## src/rtl/force_release_unit.sv

```systemverilog
// Force/release override stage for a {busa,busb} bus pair.
// Host commands force, release or deposit arbitrary bit subsets; functional writes flow underneath.
module force_release_unit #(
  parameter int WA       = 4,
  parameter int WB       = 4,
  parameter bit VAR_HOLD = 1'b1
) (
  input  logic                          clk,
  input  logic                          rst,
  input  logic                          func_we,
  input  logic [WA-1:0]                 func_a,
  input  logic [WB-1:0]                 func_b,
  input  logic                          cmd_valid,
  output logic                          cmd_ready,
  input  logic [1:0]                    cmd_op,
  input  logic [WA+WB-1:0]              cmd_mask,
  input  logic [WA+WB-1:0]              cmd_data,
  output logic                          cmd_done,
  output logic [WA-1:0]                 busa,
  output logic [WB-1:0]                 busb,
  output logic [WA+WB-1:0]              forced_mask,
  output logic [WA+WB-1:0]              hold_mask,
  output logic [$clog2(WA+WB+1)-1:0]    force_cnt
);
  localparam int W  = WA + WB;
  localparam int CW = $clog2(W + 1);

  localparam logic [1:0] OP_FORCE   = 2'd1;
  localparam logic [1:0] OP_RELEASE = 2'd2;
  localparam logic [1:0] OP_DEPOSIT = 2'd3;

  typedef enum logic [1:0] {S_IDLE, S_APPLY, S_DONE} state_t;

  state_t       r_state, w_state_next;
  logic [1:0]   r_op;
  logic [W-1:0] r_mask, r_data;
  logic [W-1:0] r_fq, r_fv, r_fm, r_hm;
  logic [W-1:0] w_fq_next, w_fv_next, w_fm_next, w_hm_next;
  logic [W-1:0] w_bus;
  logic [CW-1:0] w_cnt;
  logic         w_accept;

  always_comb begin
    w_state_next = r_state;
    cmd_ready    = 1'b0;
    cmd_done     = 1'b0;
    case (r_state)
      S_IDLE: begin
        cmd_ready = ~rst;
        if (cmd_valid) w_state_next = S_APPLY;
      end
      S_APPLY: w_state_next = S_DONE;
      S_DONE: begin
        cmd_done     = ~rst;
        w_state_next = S_IDLE;
      end
      default: w_state_next = S_IDLE;
    endcase
  end

  assign w_accept = cmd_valid & cmd_ready;

  always_comb begin
    w_fq_next = func_we ? {func_a, func_b} : r_fq;
    w_fv_next = r_fv;
    w_fm_next = r_fm;
    w_hm_next = r_hm;
    if (r_state == S_APPLY) begin
      case (r_op)
        OP_FORCE: begin
          w_fm_next = r_fm | r_mask;
          w_fv_next = (r_fv & ~r_mask) | (r_data & r_mask);
          w_hm_next = r_hm & ~r_mask;
        end
        OP_RELEASE: begin
          w_fm_next = r_fm & ~r_mask;
          w_hm_next = r_hm | (r_mask & r_fm);
        end
        OP_DEPOSIT: begin
          // Deposit lands on top of a same-edge functional write for its own bits.
          w_fq_next = (w_fq_next & ~r_mask) | (r_data & r_mask);
          w_hm_next = r_hm & ~r_mask;
        end
        default: ;
      endcase
    end
    if (func_we || !VAR_HOLD) w_hm_next = '0;
  end

  always_ff @(posedge clk) begin
    if (rst) begin
      r_state <= S_IDLE;
      r_op    <= '0;
      r_mask  <= '0;
      r_data  <= '0;
      r_fq    <= '0;
      r_fv    <= '0;
      r_fm    <= '0;
      r_hm    <= '0;
    end else begin
      r_state <= w_state_next;
      r_fq    <= w_fq_next;
      r_fv    <= w_fv_next;
      r_fm    <= w_fm_next;
      r_hm    <= w_hm_next;
      if (w_accept) begin
        r_op   <= cmd_op;
        r_mask <= cmd_mask;
        r_data <= cmd_data;
      end
    end
  end

  for (genvar gi = 0; gi < W; gi++) begin : g_bit
    assign w_bus[gi] = (r_fm[gi] | r_hm[gi]) ? r_fv[gi] : r_fq[gi];
  end

  always_comb begin
    w_cnt = '0;
    for (int i = 0; i < W; i++) w_cnt = w_cnt + CW'(r_fm[i]);
  end

  assign busa        = w_bus[W-1:WB];
  assign busb        = w_bus[WB-1:0];
  assign forced_mask = r_fm;
  assign hold_mask   = r_hm;
  assign force_cnt   = w_cnt;
endmodule

```

## config.mk

```make
export PLATFORM = sky130hd
export DESIGN_NAME = force_release_unit
export DESIGN_NICKNAME = d
export VERILOG_FILES = /design/src/rtl/force_release_unit.sv
export SDC_FILE = /design/constraint.sdc
export NUM_CORES = 1
export LEC_CHECK = 0
export ABC_CLOCK_PERIOD_IN_PS = 3500
export CAP_MARGIN = 20
export CELL_PAD_IN_SITES_DETAIL_PLACEMENT = 0
export CELL_PAD_IN_SITES_GLOBAL_PLACEMENT = 2
export CORE_ASPECT_RATIO = 1.1
export CORE_UTILIZATION = 30
export DETAILED_ROUTE_END_ITERATION = 7
export GPL_ROUTABILITY_DRIVEN = 0
export PLACE_DENSITY = 0.8
export SLEW_MARGIN = 25
export SYNTH_ARGS = -nofsm -noshare
export SYNTH_HDL_FRONTEND = slang
export SYNTH_SLANG_ARGS = --single-unit
export TNS_END_PERCENT = 10
```

## constraint.sdc

```tcl
create_clock -name clk -period 3.5 [get_ports clk]
set_input_delay 0.7 -clock clk [delete_from_list [all_inputs] [get_ports clk]]
set_output_delay 0.7 -clock clk [all_outputs]
set_load 0.02 [all_outputs]
```

## After elaboration in Yosys (flattened, before gate mapping)

Index checks and enable logic that the tools add are counted.

- Add/subtract/negate cells: 7
- Multiply operators: 0
- Div/mod/pow operators: 0
- Magnitude comparators: 0
- Eq/ne operators: 6
- Shift-type cells: 0
- Muxes and demuxes: 17
- Bitwise gates (word level): 21
- Reductions and logical operators: 8

Operators by type and width:

| cell | count |
|---|---|
| AND 8 bit | 6 |
| bitwise OR 8 bit | 4 |
| case mux 8 bit (2 select lines) | 2 |
| two-way mux 8 bit | 3 |
| adder 4 x 1 -> 4 bit | 4 |
| two-way mux 1 bit | 10 |
| NOT 8 bit | 1 |
| bitwise OR 1 bit | 8 |
| == test 2 bit (second input constant) | 3 |
| AND reduction 2 bit | 3 |
| adder 3 x 1 -> 4 bit | 1 |
| == test 2 x 1 -> 1 bit (second input constant) | 2 |
| case mux 2 bit (2 select lines) | 1 |
| nonzero test 2 bit | 2 |
| OR reduction 2 bit | 2 |
| adder 2 x 1 -> 3 bit | 1 |
| adder 1 x 1 -> 2 bit | 1 |
| logical NOT 2 bit | 1 |
| two-way mux 2 bit | 1 |
| != test 2 bit (second input constant) | 1 |
| AND 1 bit | 1 |
| NOT 1 bit | 1 |

- Flip-flop bits (word level): 52
- Latch bits: 0
- Memory bits (writable): 0
- ROM bits: 0
- Output and inout bits: 30
- Memories: 0

## Depth between registers and ports, before layout

- Depth in word-level cells: 7
- Depth in mapped cells: 9

## Worst setup path before layout

Ideal clock, no wire load.

- Path kind: register to output
- Start point: reg (tool-made name)
- End point: out force_cnt[2]
- Data arrival time: 2.898 ns
- Data required time: 2.800 ns
- Slack: -0.098 ns
- Stages on the path, launching flop included: 10
- Path buffers: 0
- Cell sequence: dfxtp_1 -> fa_1 -> inv_1 -> fa_1 -> fa_1 -> inv_1 -> ha_1 -> inv_1 -> fa_1 -> xnor2_1

RTL lines:

| item | line | source |
|---|---|---|
| end: declaration | 23 | `output logic [$clog2(WA+WB+1)-1:0] force_cnt` |

==> results by group <==
Drt
  • Number of DRC markers in iteration 0: approximately 100
  • Total number of vias: 2095
  • Wire per inst: between 10 and 15 um
  • Final WL: 6.14 mm
  • Drt pass-1 iters: 4
  • Antenna viol nets, final: 0
  • Via/cell ratio: 4.91
  • Post-route DRC violation count: 0

STA
  • Final hold violations: 0
  • Clock skew: about 0.011 ns
  • Rel. slew slack: 51.1%
  • Setup slack after layout: -0.298 ns
  • Fmax: 263 MHz
  • Minimum clock period after layout: roughly 3.8 ns
  • # setup viols final: 2
  • Worst hold margin: 0.498 ns
  • Fin crit share: 109%
  • Slew Viols, Final: 0
  • Final TNS setup: -0.549 ns
  • Worst Tran Pin Value: around 0.73 ns
  • Unrepaired setup endpoints after global routing: true

Floorplanning
  • DIE WIDTH: 88.9 um
  • Die footprint: a little under 0.009 mm2
  • Die extent in y: 97.6 um
  • Area of the core: 0.00800 mm2
  • IO Pins: 60
  • Initial cell density of the core: between 30% and 40%
  • Cell Rows: 34

Status
  • Failing checks: negative setup slack
  • Status: complete, but fails checks

Worst hold path
  • Hold Path Class: flop to flop
  • Worst hold endpoint: r_data[5]$_SDFFE_PP0P_
  • Min-delay src: r_data[5]$_SDFFE_PP0P_
  • WHS Path Cells: 2

Synthesis
  • Ys Warns: 0
  • Sequential share of the synthesized area: 41.8%
  • Synthesized Nets: 305
  • Synth cell types: 31
  • Mapped Area: 0.00249 mm2
  • Post-Synthesis Cells: 264
  • Dominant synthesized flop cell: dfxtp_1
  • Post-synth ARST share: 0%
  • Synth Register Bits: 52
  • Avg Cell Area, Syn: 9.44 um2
  • EDFF count, synth: 0

Run
  • Max-cap violations: 0

Setup path
  • WS Path Type: flop to output port
  • Capturing point of the worst reg2reg path: hold_mask[3]$_SDFFE_PP0P_
  • Type of origin of the critical path: flop
  • Slowest-stage cell, CP: fa_1
  • Crit path buffers/inverters: 5
  • CP top delay family: adder cells
  • Worst Setup End Kind: output port
  • R2R setup slack: between 1 and 1.5 ns
  • R2R Path Start: r_state[0]$_SDFFE_PP0P_
  • Slowest stage delay, CP: around 0.53 ns
  • Largest fanout on the critical path: 2
  • Crit path cell chain: fa_1, inv_1, fa_1, fa_1, inv_1, ha_1, inv_1, fa_2, inv_1, buf_2
  • Cell mode on critical path: inv_1
  • Critical path arrival: 3.10 ns
  • Critical Path RT: around 2.8 ns
  • Worst r2r path cells: 3

Placed design
  • HPWL after DPL: 4.53 mm
  • Placed insts: 419
  • Placed cell areas: 0.00318 mm2
  • I/O Buffers: 59

GRT
  • GRT met1 Usage: 22.4%
  • Top Usage Layer GRT: met2
  • Number of global-route vias before repair: 1994
  • Global Route Usage Sum: between 10% and 20%
  • M2 GR Usage: 22.4%
  • GR Overflow Total: 0
  • Grt met3 use: 3.23%
  • First-pass GRT wire length: 10.2 mm
  • Pin count of the biggest net entering global routing: 45
  • Initial antenna violation count: 0

Layout
  • Fin cells: about 430
  • FILL cells: around 850
  • Antenna cells: 0
  • Layout area overhead: 31.5%
  • Finished layout cell area: between 0.003 and 0.004 mm2
  • Nets: 359
  • Layout cells sized above 1: 15.7%

Clock network
  • Clock Latency Late Sink: 0.31 ns
  • H-tree lvl count: 2
  • Inserted Clock Buffers: 5
  • Clk root buf: clkbuf_8
  • # Post-CTS Setup Buffers: 0
  • Clock buffer depth: 2
  • Hold-fix buffers, CTS: 0
  • TritonCTS sink count: 52
  • CTS clk-pin slew, worst paths: 0.10 ns
  • CTS tree: built

Pwr
  • LEAKAGE: 0.00122 uW
  • Power density over the cells: 362 mW/mm2
  • Max VDD drop: 0.000154 V
## per-stage QoR
stage          setup slack (ns)  total power (uW)  utilization (%)
2_1_floorplan            0.0144               721                -
3_3_place_gp             -0.367               785             39.8
3_5_place_dp             -0.471               787             39.8
4_1_cts                  -0.322              1200             41.0
5_1_grt                  -0.405              1240             41.0
6_report                 -0.298              1190             41.0
## cells by family (layout without fill, tap and decap cells)
kind of cell	Yosys count	count (layout)	share of synthesized area, %
multiplexers	24	24	10.0
adder cells (fa/ha/maj)	11	11	6.73
buffers and inverters	34	89	6.38
AND/OR/NAND/NOR	82	82	16.9
AO/OA/AOI/OAI	60	60	17.8
XOR/XNOR	1	1	0.351
flip-flops	52	52	41.8
## synthesized netlist by cell type, drive strengths merged, types with 3 or more instances
master,count,area [um2]
inv,13,48.8
buf,10,62.6
nand2,34,128
nor3b,3,27.5
nand4b,16,140
nor2,24,90.1
a21oi,25,181
fa,4,80.1
ha,7,87.6
dfxtp,52,1040
mux2,8,90.1
a211oi,16,120
mux2i,16,160
a311oi,8,70.1
clkbuf,10,38.8
a31oi,8,50.1
## how the worst max path moves through the flow
stage / start / endpoint / slack, ns / cells after the start
after floorplan: flop / force_cnt[2] / 0.01 / 9
final: flop / force_cnt[1] / -0.30 / 10
after detailed placement: flop / force_cnt[2] / -0.47 / 10
after CTS: flop / force_cnt[1] / -0.32 / 10
after global placement: flop / force_cnt[2] / -0.37 / 10
after global routing: flop / force_cnt[1] / -0.41 / 10
## layout make-up
| cell class | instances | area (um2) | area share (%) |
|---|---|---|---|
| inverter | 14 | 57.6 | 1.76 |
| clock inverter | 3 | 42.5 | 1.30 |
| multi-input combinational | 178 | 1300 | 39.7 |
| clock buffer | 5 | 68.8 | 2.10 |
| sequential | 52 | 1040 | 31.8 |
| timing repair buffer | 67 | 628 | 19.2 |
| tap | 108 | 135 | 4.12 |
## cells in the final DEF, fill, tap and decap left out, types with 9 or more instances in the layout
cell             Yosys  layout
clkdlybuf4s50_1      0      54
inv_1               13      13
dfxtp_1             52      51
nand2_1             34      34
mux2i_1             16      16
nand4b_1            16      16
nor2_1              24      24
a211oi_1            16      16
a21oi_2             15      15
buf_4                0       9
a21oi_1             10      10
## report_power, final
| part | switching (uW) | leakage, uW | internal (uW) | total (uW) |
|---|---|---|---|---|
| registers | 21.2 | 0.000423 | 609 | 630 |
| clock network | 204 | 0.0000541 | 212 | 416 |
| logic | 70.5 | 0.000742 | 70.7 | 141 |
## metal layers
layer,part of all wire [%],vias to the layer above
li1,-,1050
met4,1.2,0
met2,43,64
met3,5.6,6
met1,50,975
met5,0,-
## tightest hold or removal path: stages, from the launching register on
cell	delay, ns
dfxtp_1	0.34
nand2_1	0.06
a21oi_1	0.06
## what timing repair did
action,4_1_cts,5_1_grt
endpoints found under the setup margin,4,4
endpoints found under the hold margin,0,0
resized for setup,17,1
No activity file was read; power rests on OpenSTA's default activity.
